--- config.mk ---
export PLATFORM = sky130hd
export DESIGN_NAME = huff_tree_ctrl
export DESIGN_NICKNAME = d
export VERILOG_FILES = /design/src/rtl/huff_tree_ctrl.sv
export SDC_FILE = /design/constraint.sdc
export NUM_CORES = 1
export LEC_CHECK = 0
export ABC_AREA = 1
export CAP_MARGIN = 20
export CELL_PAD_IN_SITES_DETAIL_PLACEMENT = 2
export CELL_PAD_IN_SITES_GLOBAL_PLACEMENT = 2
export CORE_ASPECT_RATIO = 0.5
export CORE_MARGIN = 8
export CORE_UTILIZATION = 38
export DETAILED_ROUTE_END_ITERATION = 8
export HOLD_SLACK_MARGIN = 0.15
export PLACE_DENSITY_LB_ADDON = 0.1
export SETUP_SLACK_MARGIN = 0.05
export SYNTH_ARGS = -nofsm -noshare
export SYNTH_HDL_FRONTEND = slang
export SYNTH_SLANG_ARGS = --single-unit
--- constraint.sdc ---
create_clock -name clk -period 6.3 [get_ports clk]
set_input_delay 0.945 -clock clk [delete_from_list [all_inputs] [get_ports clk]]
set_output_delay 0.945 -clock clk [all_outputs]
set_load 0.05 [all_outputs]
--- src/rtl/huff_tree_ctrl.sv ---
// ============================================================================
//  Module   : huff_tree_ctrl
//  Brief    : Sequential Huffman tree builder driving an external 8-slot
//             stable weight sorter. Captures 8 weights, runs 7 merge rounds
//             (SORT + MERGE each), then emits code length / code per char.
//  Option   : HUFF_OUT_READY_EN adds an out_ready handshake on the output beats.
//  Revision : 1.0 - initial release
// ============================================================================
`default_nettype none

module huff_tree_ctrl #(
    parameter int NUM_CHAR = 8,
    parameter int W_WIDTH  = 5
) (
    input  logic                          clk,
    input  logic                          rst_n,
    input  logic                          in_valid,
    input  logic [W_WIDTH-1:0]            in_weight,
    output logic [4*NUM_CHAR-1:0]         sort_character,
    output logic [W_WIDTH*NUM_CHAR-1:0]   sort_weight,
    input  logic [4*NUM_CHAR-1:0]         sorted_character,
`ifdef HUFF_OUT_READY_EN
    input  logic                          out_ready,
`endif
    output logic                          busy,
    output logic                          out_valid,
    output logic [2:0]                    out_char,
    output logic [2:0]                    out_len,
    output logic [6:0]                    out_code
);

    localparam logic [2:0] IDLE  = 3'd0;
    localparam logic [2:0] LOAD  = 3'd1;
    localparam logic [2:0] SORT  = 3'd2;
    localparam logic [2:0] MERGE = 3'd3;
    localparam logic [2:0] OUT   = 3'd4;

    logic [2:0] state;
    logic [2:0] ld_cnt;
    logic [2:0] round;
    logic [2:0] beat;
    logic [3:0] n;                    // active list length, 0 when no frame

    logic [3:0] act    [0:7];         // active list of node ids
    logic [3:0] ord    [0:7];         // sorter result registered in SORT
    logic [4:0] node_w [0:14];
    logic [7:0] node_m [0:14];        // leaf characters below each node
    logic [6:0] code   [0:7];
    logic [2:0] len    [0:7];

    logic [3:0] a_id;
    logic [3:0] b_id;
    logic [3:0] new_id;
    logic [7:0] a_mask;
    logic [7:0] b_mask;
    logic [2:0] last_slot;
    logic       beat_ok;

    assign a_id      = ord[0];
    assign b_id      = ord[1];
    assign new_id    = {1'b1, round};
    assign a_mask    = node_m[a_id];
    assign b_mask    = node_m[b_id];
    assign last_slot = 3'(n - 4'd2);

`ifdef HUFF_OUT_READY_EN
    assign beat_ok = out_ready;
`else
    assign beat_ok = 1'b1;
`endif

    // Sort ports: live slots from the active list, remaining slots padded
    always_comb begin
        sort_character = '1;
        sort_weight    = '1;
        for (int s = 0; s < 8; s++) begin
            if (4'(s) < n) begin
                sort_character[4*s +: 4] = act[s];
                sort_weight[5*s +: 5]    = node_w[act[s]];
            end
        end
    end

    // Output beat decode; everything reads zero outside OUT
    always_comb begin
        out_valid = (state == OUT);
        out_char  = 3'd0;
        out_len   = 3'd0;
        out_code  = 7'd0;
        if (out_valid) begin
            out_char = beat;
            out_len  = len[beat];
            out_code = code[beat];
        end
    end

    // busy covers the first in_valid cycle while still in IDLE
    assign busy = (state != IDLE) || in_valid;

    // Frame capture, merge rounds and output sequencing
    always_ff @(posedge clk) begin
        if (!rst_n) begin
            state  <= IDLE;
            ld_cnt <= 3'd0;
            round  <= 3'd0;
            beat   <= 3'd0;
            n      <= 4'd0;
            for (int i = 0; i < 8; i++) begin
                act[i]  <= 4'd0;
                ord[i]  <= 4'd0;
                code[i] <= 7'd0;
                len[i]  <= 3'd0;
            end
            for (int i = 0; i < 15; i++) begin
                node_w[i] <= 5'd0;
                node_m[i] <= 8'd0;
            end
        end else begin
            case (state)
                IDLE: begin
                    if (in_valid) begin
                        node_w[0] <= in_weight;
                        ld_cnt    <= 3'd1;
                        for (int c = 0; c < 8; c++) begin
                            code[c] <= 7'd0;
                            len[c]  <= 3'd0;
                        end
                        state <= LOAD;
                    end
                end
                LOAD: begin
                    if (!in_valid) begin
                        state <= IDLE;
                    end else begin
                        node_w[{1'b0, ld_cnt}] <= in_weight;
                        if (ld_cnt == 3'd7) begin
                            for (int i = 0; i < 8; i++) begin
                                act[i]    <= 4'(i);
                                node_m[i] <= 8'd1 << i;
                            end
                            n     <= 4'd8;
                            round <= 3'd0;
                            state <= SORT;
                        end else begin
                            ld_cnt <= ld_cnt + 3'd1;
                        end
                    end
                end
                SORT: begin
                    for (int s = 0; s < 8; s++) begin
                        ord[s] <= sorted_character[4*s +: 4];
                    end
                    state <= MERGE;
                end
                MERGE: begin
                    node_w[new_id] <= node_w[a_id] + node_w[b_id];
                    node_m[new_id] <= a_mask | b_mask;
                    // a side appends a 0 bit (already clear), b side a 1 bit
                    for (int c = 0; c < 8; c++) begin
                        if (a_mask[c]) begin
                            len[c] <= len[c] + 3'd1;
                        end else if (b_mask[c]) begin
                            code[c] <= code[c] | (7'd1 << len[c]);
                            len[c]  <= len[c] + 3'd1;
                        end
                    end
                    // survivors shift down; new node goes last so it loses ties
                    for (int s = 0; s < 6; s++) begin
                        if (4'(s) + 4'd2 < n) begin
                            act[s] <= ord[s+2];
                        end
                    end
                    act[last_slot] <= new_id;
                    round <= round + 3'd1;
                    if (round == 3'd6) begin
                        n     <= 4'd0;
                        beat  <= 3'd0;
                        state <= OUT;
                    end else begin
                        n     <= n - 4'd1;
                        state <= SORT;
                    end
                end
                OUT: begin
                    if (beat_ok) begin
                        if (beat == 3'd7) begin
                            beat  <= 3'd0;
                            state <= IDLE;
                        end else begin
                            beat <= beat + 3'd1;
                        end
                    end
                end
                default: state <= IDLE;
            endcase
        end
    end

endmodule

`default_nettype wire
# --- Yosys cells after proc, flatten, opt, wreduce, memory -nomap -nowiden ---
# Memory sizes are Yosys's and may differ from the RTL's. A register that Yosys moved wholly into a read port is not among the register bits.
# Cells that the tools add are included.
word_totals:
  input_bits: 40
  out_inout_bits: 87
  regBits: 16
  mem_bits_rw: 339
  mem_count: 6
  word_cells: 389
op_classes:
  shifts: 8
  muxes: 240
  n_reduce_logical: 14
  add_sub_neg: 14
  bitwise: 80
  n_eq_ne: 14
  magnitude_cmp: 8
mem_list:
  columns: ["memory", "words", "word_bits", "rd", "rd_clocked_by_memory_dff", "wr", "line", "rtl"]
  rows:
  - ["node_m", 15, 8, 2, 0, 15, "47", "logic [7:0] node_m [0:14];"]
  - ["node_w", 15, 5, 10, 0, 15, "46", "logic [4:0] node_w [0:14];"]
  - ["code", 8, 7, 9, 1, 8, "48", "logic [6:0] code [0:7];"]
  - ["act", 8, 4, 8, 0, 8, "44", "logic [3:0] act [0:7];"]
  - ["ord", 8, 4, 8, 0, 8, "45", "logic [3:0] ord [0:7];"]
  - ["len", 8, 3, 9, 1, 8, "49", "logic [2:0] len [0:7];"]
ops:
  columns: ["operator", "count"]
  rows:
  - ["$mux 4", 37]
  - ["$mux 3", 42]
  - ["$mux 1", 119]
  - ["$mux 7", 17]
  - ["$mux 8", 9]
  - ["$or 1x1->1", 71]
  - ["$or 7x7->7", 8]
  - ["$shl 1x3->7 const A", 8]
  - ["$mux 5", 11]
  - ["$add 3x1->3 const B", 11]
  - ["$pmux 3 s2", 3]
  - ["$lt 3x4->1 const A", 4]
  - ["$pmux 3 s5", 1]
  - ["$eq 3x3->1 const B", 4]
  - ["$ne 2x2->1 const B", 5]
  - ["$reduce_or 5->1", 2]
  - ["$lt 1x4->1 const A", 2]
  - ["$lt 2x4->1 const A", 2]
  - ["$or 8x8->8", 1]
  - ["$pmux 4 s2", 1]
  - ["$reduce_or 8->1", 1]
  - ["$eq 3x2->1 const B", 2]
  - ["$reduce_and 3->1", 2]
  - ["$reduce_bool 2->1", 3]
  - ["12 further kinds", 12]

# --- Logic depth before layout (Yosys ltp) ---
depth:
  ltp_word: 8
  mapped_depth: 23
  depth_no_buf: 18

# --- Least setup slack after synthesis ---
# Ideal clock, no wire load.
synth_timing:
  path_type: "register to output"
  startpoint: "reg state[0]"
  endpoint: "out out_code[1]"
  slack_ps: 2874
  arrival_ps: 2481
  n_path_buf: 2
  required_ps: 5355
  stages_incl_launch_ff: 6
  cell_sequence: "dfxtp_1 buf_2 nor3_1 clkbuf_1 o21ai_0 a31oi_1"
synth_between:
  elab_chain_len: 2
synth_lines:
  columns: ["element", "line", "rtl"]
  rows:
  - ["from (decl)", "38", "logic [2:0] state;"]
  - ["from (signal assigned)", "103", "state <= IDLE;"]
  - ["from (signal assigned)", "128", "state <= LOAD;"]
  - ["from (signal assigned)", "133", "state <= IDLE;"]
  - ["$eq 3x3->1", "86", "out_valid = (state == OUT);"]
  - ["net out_valid", "26", "output logic out_valid,"]
  - ["$mux 7", "90", "if (out_valid) begin"]
  - ["to (decl)", "29", "output logic [6:0] out_code"]
# The timed path passes the listed nets, and every way through them passes these cells.

==> results.json <==
{
  "run_status": "completed",
  "core_area_sq_mm": 0.05748,
  "yosysWarnings": 0,
  "ys_top_cells_by_count": "o21ai_0, nor2_1, a21oi_1",
  "wl_per_cell_um": 30.90,
  "max_freq_mhz": 204.7,
  "ir_drop_mv": 0.1664,
  "synth_edf_count": 273,
  "drive_gt1_share_pct": 3.582,
  "synth_area_sq_mm": 0.02211,
  "ctsHtreeMaxLevel": 2,
  "power_leakage_nw": 9.059,
  "port_buffers": 126,
  "grt_antenna_before_repair": 4,
  "crit_path_max_fanout": 55,
  "yosys.cell_count.top_type": "o21ai_0",
  "clock_skew_ns": 0.01346,
  "cts_root_buf": "clkbuf_16",
  "initial_core_util_pct": 38.47,
  "synth_fp_nets": 3158,
  "hold_path_startpoint": "ord[1][7]",
  "first_iter_violations": 2877,
  "postSynthAreaPerCell_sq_um": 7.227,
  "clk_pin_slew_ns": 0.06,
  "yosysTopAreaCell": "edfxtp_1",
  "yosys-top-cells-area": "edfxtp_1, o21ai_0, a21oi_1",
  "ios": 127,
  "grt_max_degree": 71,
  "seqPwrFrac_pct": 46.2,
  "grt_overflow": 0,
  "grt_pass1_vias": 25300,
  "cp.arrival_ns": 3.94,
  "cts_made_buffers": 35,
  "power.internal_w": 0.003683,
  "pwr-share-clk_pct": 37.2,
  "gr-usage-met3_pct": 6.323,
  "fin_cells": 3812,
  "worst-setup-path-type": "flop to output port",
  "wl_mm": 117.8,
  "grt_use_met2_pct": 53.25,
  "setup_tns_ns": 0,
  "die_y_um": 186.6,
  "rows": 62,
  "end_kind": "output port",
  "syn2layout_area_growth_pct": 11.51,
  "synth_seq_cells": 308,
  "grt_use_met1_pct": 43.71,
  "yosysSeqAreaShare_pct": 40.24,
  "r2r_start": "ord[0][4]",
  "drc_errors": 0,
  "rsz0062_at_grt": "false",
  "clkLatencyLatePin_ns": 0.53,
  "postCtsSetupBuffers": 0,
  "grt_first_pass_wirelength_mm": 170.2,
  "crit_path_start_kind": "flop",
  "setup_viol_count_final": 0,
  "hold_buffers": 0,
  "viasPerCell": 6.409,
  "maxCapViolations": 0,
  "tightestPinTransition_ns": 1.179,
  "min_period_over_period_pct": 77.55,
  "p_comb_share_pct": 16.6,
  "sw_frac_of_total_pct": 32.04,
  "final_nets": 3117,
  "critPathRequiredTime_ns": 5.35,
  "hold_viol_final": 0,
  "total_power_w": 0.005420,
  "synthArstFlopShare_pct": 0,
  "powerDensity_mw_per_mm2": 219.8,
  "yosysTopAreaCellShare_pct": 37.07,
  "cts_tree": "built",
  "vias": 24430,
  "finalMaxSlewViolations": 0,
  "hp-class": "flop to flop",
  "drtAntennaViolNets": 0,
  "dieWidth_um": 357.2,
  "crit_start": "act[2][0]",
  "finish.utilization_pct": 42.90,
  "cts_sinks": 308,
  "clockBufferDepth": 3,
  "synth_cell_types": 48,
  "fin_crit_ns": 4.886,
  "cts_resized": 0,
  "max_slew_margin_pct": 21.37,
  "dp_hpwl_mm": 79.98,
  "first_pass_iters": 5,
  "gr-usage-all-layers_pct": 33.77,
  "ys.flop_type": "edfxtp_1",
  "dieArea_sq_mm": 0.06664,
  "dp.cells": 3748,
  "p_switching_w": 0.001736,
  "synth_cells": 3060,
  "grt_most_used_layer": "met2",
  "finalWeightedCongestion": 0.9599
}
==> state kept, by name, summed over array words and instances, names as in the netlist, named ones only <==
signal  count
ld_cnt      3
state       3
node_w     80
ord        32
beat        3
node_m     65
round       3
act        32
code       56
n           4
len        24
==> logic make-up after synthesis <==
family                   after synthesis  share of synthesized area, %
adder cells (fa/ha/maj)               58                         3.316
AO/OA/AOI/OAI                       1177                         28.75
XOR/XNOR                               1                       0.03961
buffers and inverters                545                         9.771
AND/OR/NAND/NOR                      971                         17.89
flip-flops                           308                         40.24
==> routing by layer <==
| layer | vias up | wire [um] |
|---|---|---|
| met5 | - | 27 |
| met4 | 4 | 7460 |
| li1 | 10500 | - |
| met2 | 1185 | 52210 |
| met3 | 379 | 10800 |
| met1 | 12360 | 47270 |
==> final cells by class <==
type / count / area (sq um)
diodes: 1 / 2.502
clock buffers: 39 / 900.9
clock inverters: 22 / 167.7
fillers: 6701 / 32820
inverters: 309 / 1160
multi-input cells: 2207 / 11070
flip-flops and latches: 308 / 8899
well taps: 768 / 960.9
repair buffers: 158 / 1498
==> final timing paths <==
| path | slack (ns) | endpoint | depth (start not counted) |
|---|---|---|---|
| worst min-delay path | 0.48 | act[3][3] | 1 |
| worst min register to register | 0.48 | act[3][3] | 1 |
| worst max register to register | 1.68 | node_w[5][4] | 18 |
| worst max-delay path | 1.41 | sort_weight[12] | 8 |
==> metrics by stage <==
step	setup slack, ns	hold WS [ns]	cell area [sq um]
final	1.414	0.4788	24660
after floorplan	2.874	0.4307	22110
after CTS	1.492	0.4814	24640
after global routing	1.216	0.5025	24660
after detailed placement	1.871	0.4678	23570
after global placement	2.209	0.4495	23560
==> layout by cell type (no fill, tap or decap), types with 6 or more instances in the layout <==
cell and n:
o21ai_0 600, nor2_1 445, a21oi_1 373, nand2_1 335, inv_1 280, edfxtp_1 273
nand3_1 155, clkdlybuf4s50_1 125, o211ai_1 77, ha_1 57, o22ai_1 41, dfxtp_1 35
clkbuf_16 35, clkinv_1 33, buf_4 30, a31oi_1 22, a22o_1 14, a32o_1 10
o21ai_1 8, nand4_1 8, nor3_1 8, nor2_2 7, o31ai_1 6, clkinv_2 6
==> worst max-delay path, cell delays in order (launching register included) <==
cell and delay, ns:
edfxtp_1 0.36, buf_4 0.46, clkinv_1 0.75, o21ai_0 0.43, o21ai_0 0.14, o22ai_1 0.30
a32o_1 0.20, inv_1 0.04, clkdlybuf4s50_1 0.69
==> power groups by stage <==
stage	combinational (W)	clock, W	sequential, W
6_report	0.000897	0.00202	0.00251
4_1_cts	0.000880	0.00202	0.00249
3_3_place_gp	0.000825	0	0.00253
5_1_grt	0.000968	0.00209	0.00250
2_1_floorplan	0.000605	0	0.00239
3_5_place_dp	0.000868	0	0.00253
Note: power is estimated with default switching activity, not from simulation.
